===== src/rtl/prog_loader_pkg.sv =====
// rtl/prog_loader_pkg.sv - shared types and constants for the program loader
package prog_loader_pkg;

    typedef enum logic [2:0] {
        S_IDLE  = 3'd0,
        S_LOAD  = 3'd1,
        S_CHK   = 3'd2,
        S_FLUSH = 3'd3,
        S_RUN   = 3'd4,
        S_ERR   = 3'd5
    } state_t;

    localparam int INSTR_W        = 16;
    localparam int MAX_WORDS_DEF  = 2048;
    localparam int BYTES_PER_WORD = 2;
    localparam int CNT_W          = 12;

endpackage


===== src/rtl/prog_loader_if.sv =====
// rtl/prog_loader_if.sv - instruction stream in, instruction-memory write port out
interface prog_loader_if
    import prog_loader_pkg::*;
#(
    parameter int ADDR_W = 16
) ();

    logic [INSTR_W-1:0] in_data;
    logic               in_valid;
    logic               in_ready;
    logic [ADDR_W-1:0]  mem_addr;
    logic [INSTR_W-1:0] mem_wdata;
    logic               mem_we;

    modport master (
        output in_data, in_valid,
        input  in_ready, mem_addr, mem_wdata, mem_we
    );

    modport slave (
        input  in_data, in_valid,
        output in_ready, mem_addr, mem_wdata, mem_we
    );

endinterface


===== src/rtl/prog_loader_chksum.sv =====
// rtl/prog_loader_chksum.sv - 16-bit modular checksum accumulator (PROG_CHECKSUM_EN builds only)
`ifdef PROG_CHECKSUM_EN
module prog_chksum
    import prog_loader_pkg::*;
(
    input  logic               clk,
    input  logic               rstz,
    input  logic               i_clr,
    input  logic               i_add,
    input  logic [INSTR_W-1:0] i_data,
    output logic               o_zero
);

    logic [INSTR_W-1:0] r_acc;
    logic [INSTR_W-1:0] w_sum;

    // Zero flag includes the word on i_data so the checksum word can be judged on its own accept cycle.
    assign w_sum  = r_acc + i_data;
    assign o_zero = (w_sum == '0);

    always_ff @(posedge clk or negedge rstz) begin
        if (!rstz) begin
            r_acc <= '0;
        end else if (i_clr) begin
            r_acc <= '0;
        end else if (i_add) begin
            r_acc <= w_sum;
        end
    end

endmodule
`endif


===== src/rtl/prog_loader.sv =====
// rtl/prog_loader.sv - streams a program into instruction memory, then releases the core from reset.
// Optional trailing checksum word enabled by PROG_CHECKSUM_EN.
module prog_loader
    import prog_loader_pkg::*;
#(
    parameter int              ADDR_W     = 16,
    parameter int              MAX_WORDS  = MAX_WORDS_DEF,
    parameter logic [ADDR_W-1:0] START_ADDR = '0
) (
    input  logic              clk,
    input  logic              rstz,
    input  logic              ld_start,
    input  logic [CNT_W-1:0]  ld_len,
    prog_loader_if.slave      bus,
    output logic              cpu_rstz,
    output logic [ADDR_W-1:0] pc_init,
    output logic              busy,
    output logic              done,
    output logic              err
);

    state_t             r_state, w_state_nxt, w_start_dec;
    logic [CNT_W-1:0]   r_cnt, r_len;
    logic               r_we;
    logic [ADDR_W-1:0]  r_addr;
    logic [INSTR_W-1:0] r_wdata;
    logic               r_cpu_rstz, r_busy, r_done, r_err;
    logic               w_accept, w_last, w_load_clr, w_word_wr;

    assign bus.in_ready = (r_state == S_LOAD) || (r_state == S_CHK);
    assign w_accept     = bus.in_valid && bus.in_ready;
    assign w_word_wr    = w_accept && (r_state == S_LOAD);
    assign w_last       = (r_cnt == r_len - CNT_W'(1));

`ifdef PROG_CHECKSUM_EN
    logic w_sum_zero;

    prog_chksum u_chksum (
        .clk    (clk),
        .rstz   (rstz),
        .i_clr  (w_load_clr),
        .i_add  (w_word_wr),
        .i_data (bus.in_data),
        .o_zero (w_sum_zero)
    );
`endif

    // Decode of a load request, shared by IDLE, RUN and ERR.
    always_comb begin
        w_start_dec = S_LOAD;
        if (ld_len == '0) begin
`ifdef PROG_CHECKSUM_EN
            w_start_dec = S_CHK;
`else
            w_start_dec = S_RUN;
`endif
        end else if (32'(ld_len) > MAX_WORDS) begin
            w_start_dec = S_ERR;
        end
    end

    always_comb begin
        w_state_nxt = r_state;
        w_load_clr  = 1'b0;
        case (r_state)
            S_IDLE, S_RUN, S_ERR: begin
                if (ld_start) begin
                    w_state_nxt = w_start_dec;
                    w_load_clr  = 1'b1;
                end
            end
            S_LOAD: begin
                if (w_accept && w_last) begin
`ifdef PROG_CHECKSUM_EN
                    w_state_nxt = S_CHK;
`else
                    w_state_nxt = S_FLUSH;
`endif
                end
            end
`ifdef PROG_CHECKSUM_EN
            S_CHK: begin
                if (w_accept) begin
                    w_state_nxt = w_sum_zero ? S_FLUSH : S_ERR;
                end
            end
`endif
            S_FLUSH: w_state_nxt = S_RUN;
            default: w_state_nxt = S_IDLE;
        endcase
    end

    always_ff @(posedge clk or negedge rstz) begin
        if (!rstz) begin
            r_state <= S_IDLE;
        end else begin
            r_state <= w_state_nxt;
        end
    end

    // Status outputs are registered from the next state so they line up with the state they describe.
    always_ff @(posedge clk or negedge rstz) begin
        if (!rstz) begin
            r_cnt      <= '0;
            r_len      <= '0;
            r_we       <= 1'b0;
            r_addr     <= START_ADDR;
            r_wdata    <= '0;
            r_cpu_rstz <= 1'b0;
            r_busy     <= 1'b0;
            r_done     <= 1'b0;
            r_err      <= 1'b0;
        end else begin
            if (w_load_clr) begin
                r_cnt <= '0;
                r_len <= ld_len;
            end else if (w_word_wr) begin
                r_cnt <= r_cnt + CNT_W'(1);
            end
            r_we <= w_word_wr;
            if (w_word_wr) begin
                r_addr  <= START_ADDR + ADDR_W'(r_cnt) * ADDR_W'(BYTES_PER_WORD);
                r_wdata <= bus.in_data;
            end
            r_cpu_rstz <= (w_state_nxt == S_RUN);
            r_done     <= (w_state_nxt == S_RUN);
            r_err      <= (w_state_nxt == S_ERR);
            r_busy     <= (w_state_nxt == S_LOAD) || (w_state_nxt == S_CHK) ||
                          (w_state_nxt == S_FLUSH);
        end
    end

    assign bus.mem_we    = r_we;
    assign bus.mem_addr  = r_addr;
    assign bus.mem_wdata = r_wdata;
    assign cpu_rstz      = r_cpu_rstz;
    assign pc_init       = START_ADDR;
    assign busy          = r_busy;
    assign done          = r_done;
    assign err           = r_err;

endmodule


===== src/flat_wrapper.sv =====
// flat-port wrapper written by rule: the top's interface ports become plain ports
module prog_loader_flat import prog_loader_pkg::*;
#(
    parameter int              ADDR_W     = 16,
    parameter int              MAX_WORDS  = MAX_WORDS_DEF,
    parameter logic [ADDR_W-1:0] START_ADDR = '0
)
  (clk, rstz, ld_start, ld_len, cpu_rstz, pc_init, busy, done, err, bus_in_data, bus_in_valid, bus_in_ready, bus_mem_addr, bus_mem_wdata, bus_mem_we);
  prog_loader_if #(.ADDR_W(ADDR_W)) bus_i ();
  input  logic clk;
  input  logic rstz;
  input  logic ld_start;
  input  logic [CNT_W-1:0] ld_len;
  output logic cpu_rstz;
  output logic [ADDR_W-1:0] pc_init;
  output logic busy;
  output logic done;
  output logic err;
  input wire logic [$bits(bus_i.in_data)-1:0] bus_in_data;
  input wire logic [$bits(bus_i.in_valid)-1:0] bus_in_valid;
  output wire logic [$bits(bus_i.in_ready)-1:0] bus_in_ready;
  output wire logic [$bits(bus_i.mem_addr)-1:0] bus_mem_addr;
  output wire logic [$bits(bus_i.mem_wdata)-1:0] bus_mem_wdata;
  output wire logic [$bits(bus_i.mem_we)-1:0] bus_mem_we;
  assign bus_i.in_data = bus_in_data;
  assign bus_i.in_valid = bus_in_valid;
  assign bus_in_ready = bus_i.in_ready;
  assign bus_mem_addr = bus_i.mem_addr;
  assign bus_mem_wdata = bus_i.mem_wdata;
  assign bus_mem_we = bus_i.mem_we;
  prog_loader #(.ADDR_W(ADDR_W), .MAX_WORDS(MAX_WORDS), .START_ADDR(START_ADDR)) u_core (.clk(clk), .rstz(rstz), .ld_start(ld_start), .ld_len(ld_len), .bus(bus_i), .cpu_rstz(cpu_rstz), .pc_init(pc_init), .busy(busy), .done(done), .err(err));
endmodule

===== config.mk =====
export PLATFORM = sky130hd
export DESIGN_NAME = prog_loader_flat
export DESIGN_NICKNAME = d
export VERILOG_FILES = /design/src/rtl/prog_loader_pkg.sv /design/src/rtl/prog_loader_if.sv /design/src/rtl/prog_loader_chksum.sv /design/src/rtl/prog_loader.sv /design/src/flat_wrapper.sv
export SDC_FILE = /design/constraint.sdc
export NUM_CORES = 1
export LEC_CHECK = 0
export CAP_MARGIN = 25
export CORE_MARGIN = 2
export CORE_UTILIZATION = 47
export DETAILED_ROUTE_END_ITERATION = 10
export PLACE_DENSITY = 0.81
export SYNTH_ARGS = -nofsm -noshare
export SYNTH_HDL_FRONTEND = slang
export SYNTH_SLANG_ARGS = --single-unit

===== constraint.sdc =====
create_clock -name clk -period 2.25 [get_ports clk]
set_input_delay 0.45 -clock clk [delete_from_list [all_inputs] [get_ports clk]]
set_output_delay 0.45 -clock clk [all_outputs]
set_load 0.02 [all_outputs]

==> out/metrics.cfg <==
[place]
place_hpwl_mm=4.49
port_buffers=65
gp_congestion=0.832
place_ws_ps=-66.7

[detailed_routing]
drtIter0Drc=96
detail-route-antenna-nets=0
drtPass1Iterations=5
viasPerCell=5.01
wl_per_cell_um=13.5
dr_total_vias=2316
remaining_drc_errors=0
wirelength_mm=6.22

[worst_setup_path]
crit_required_ps=1800
critPathKind=reg -> out
worstPathMaxFanout=9
start_kind=flip-flop
crit_arrival_ps=1680
cp-end-kind=primary output

[clock_network]
cts_tree=yes
clock_sinks=59
clock_path_buffers=2
cts_hold_buf=0
htreeDepth=3
cts_buffers=9
cts-root-buf=clkbuf_8
clkTransAtPathRegs_ps=70
clk_latency_ps=340

[synthesis]
synth_seq_cells=59
syn_inst=312
synth_area_leaders=dfrtp_1, nand2_1, buf_4, xor2_1, xnor2_1
synth_top_cell_by_area=dfrtp_1
synth_edf_count=0
ys_seq_area_share_pct=50.1
ys_warn_count=0
synthArstFlopShare_pct=100
synth_top_area_share_pct=50.1
synth_cell_types=46
synth.avg_cell_area_um2=9.45
syn_area_um2=2950
synthFlopType=dfrtp_1

[floorplan]
die_y_um=83.2
io_pins=86
die_width_um=83.2
rows=28
die-area_um2=6920
start_util_pct=49.2
core_um2=5990

[sta]
finalSetupTns_ps=0
slew_headroom_pct=66.1
worst_slack_ps=116
hold_violations=0
fin_crit_ps=2130
drv_slew=0
setup_viol=0
worst_slew_pin_slew_ps=508
fin_crit_sh_pct=94.8
rsz0062_at_grt=false
fin_skew_ps=7.29
clock.fmax_ghz=0.469

[final_layout]
seqCellArea_um2=1480
final_nets=417
nFillCells=495
multi_input_area_um2=1320
n_antenna_cell=0
syn2layout_area_growth_pct=28.6
drive_gt1_share_pct=11.6

[grt]
grt_max_degree=32
antenna_found_initial=0
grt_pass1_vias=2267
grt_pass1_wl_mm=10.5
overflow=0
track_usage_pct=18.6

[power_and_ir_drop]
p_per_area_nw_per_um2=941
p_leak_nw=1.72
p_total_mw=3.57
ir_drop_mv=0.544

[job]
maxCapViolCount=0

[worst_hold_path]
hp-class=in -> async

[run_status]
status=finished clean

[layout by cell type, fill, tap and decap left out, types with 3 or more instances in the layout]
cell type	instances
xnor2_1	13
nor2_1	17
xor2_1	14
clkbuf_8	10
nand3_1	8
clkdlybuf4s50_1	64
nor3_1	7
nor4_1	3
dfrtp_1	59
inv_1	3
mux2_2	10
conb_1	20
o21ai_0	7
nand2_1	93
a21oi_1	5
clkinv_2	3
buf_4	11
[power by group]
group | internal (mW) | switching [mW] | total (mW)
Clock | 0.418 | 0.391 | 0.809
Combinational | 0.580 | 0.580 | 1.16
Sequential | 1.30 | 0.297 | 1.60
[cell families after synthesis]
logic type / count (synthesis) / synth area share, %
adders and majority gates: 2 / 0.849
buffers and inverters: 39 / 7.85
DFF: 59 / 50.1
other: 1 / 0.127
muxes: 10 / 3.82
and+or+nand+nor: 151 / 23.9
xor gates and xnor gates: 27 / 8.02
AOI/OAI and AO/OA: 23 / 5.39
[synthesized netlist by cell type (all sizes together) (5+ instances only)]
| cell | number |
|---|---|
| xor2 | 14 |
| xnor2 | 13 |
| o21ai | 7 |
| dfrtp | 59 |
| nand2 | 93 |
| a21oi | 5 |
| nand3 | 8 |
| buf | 27 |
| clkbuf | 8 |
| nor2 | 17 |
| mux2 | 10 |
| nor3 | 8 |
[layer usage]
metal / part of all wire [%] / wire [um] / GRT usage (%) / vias up
met5: 0 / 0 / 0 / -
met4: 0.64 / 40 / 3.28 / 0
met3: 6.3 / 389 / 7.46 / 5
met2: 50 / 3090 / 31.6 / 76
met1: 43 / 2700 / 22.6 / 1106
li1: - / - / - / 1129
[final timing paths]
path	cells after the start	startpoint	slack (ps)	end
worst max register to register	8	u_core.r_len[0]$_DFFE_PN0P_	190	u_core.r_state[1]$_DFF_PN0_
min in group clk	2	u_core.bus.mem_addr[11]$_DFFE_PN0P_	470	u_core.bus.mem_addr[11]$_DFFE_PN0P_
worst min register to register	2	u_core.bus.mem_addr[11]$_DFFE_PN0P_	470	u_core.bus.mem_addr[11]$_DFFE_PN0P_
worst min-delay path	1	rstz	80	u_core.bus.mem_wdata[14]$_DFFE_PN0P_
worst max-delay path	3	u_core.r_state[1]$_DFF_PN0_	120	bus_in_ready
max in group asynchronous	2	rstz	1500	u_core.r_cnt[11]$_DFFE_PN0P_
[what timing repair did]
item,4_1_cts,5_1_grt
endpoints found under the setup margin,0,1
resized for setup,0,1
buffers inserted,0,0
[metrics by stage]
stage	cell area [um^2]	hold WS [ps]	util (%)	cells
after detailed placement	3620	452	60.5	447
after global routing	3790	105	63.3	462
after floorplan	3020	154	-	331
after global placement	3620	441	60.5	447
after CTS	3780	83.2	63.2	462
final	3790	76.0	63.3	462
[critical path, cell delays in order (launching register included)]
cell,delay [ps]
dfrtp_1,490
xnor2_1,170
nor2_1,90
clkdlybuf4s50_1,600
[cell type report]
type,count,area share [%]
Clock inverter,3,0.396
Timing Repair Buffer,76,19.2
Clock buffer,12,3.83
Multi-Input combinational cell,233,34.8
Sequential cell,59,38.9
Inverter,4,0.396
Tap cell,75,2.48
[sequential cells by signal (all words and copies together) (netlist names)]
signal / count
u_core.bus.mem_we: 1
u_core.r_cnt: 12
u_core.bus.mem_wdata: 16
u_core.busy: 1
u_core.cpu_rstz: 1
u_core.r_state: 3
u_core.err: 1
u_core.r_len: 12
u_core.bus.mem_addr: 12
(Power assumes the default switching activity.)
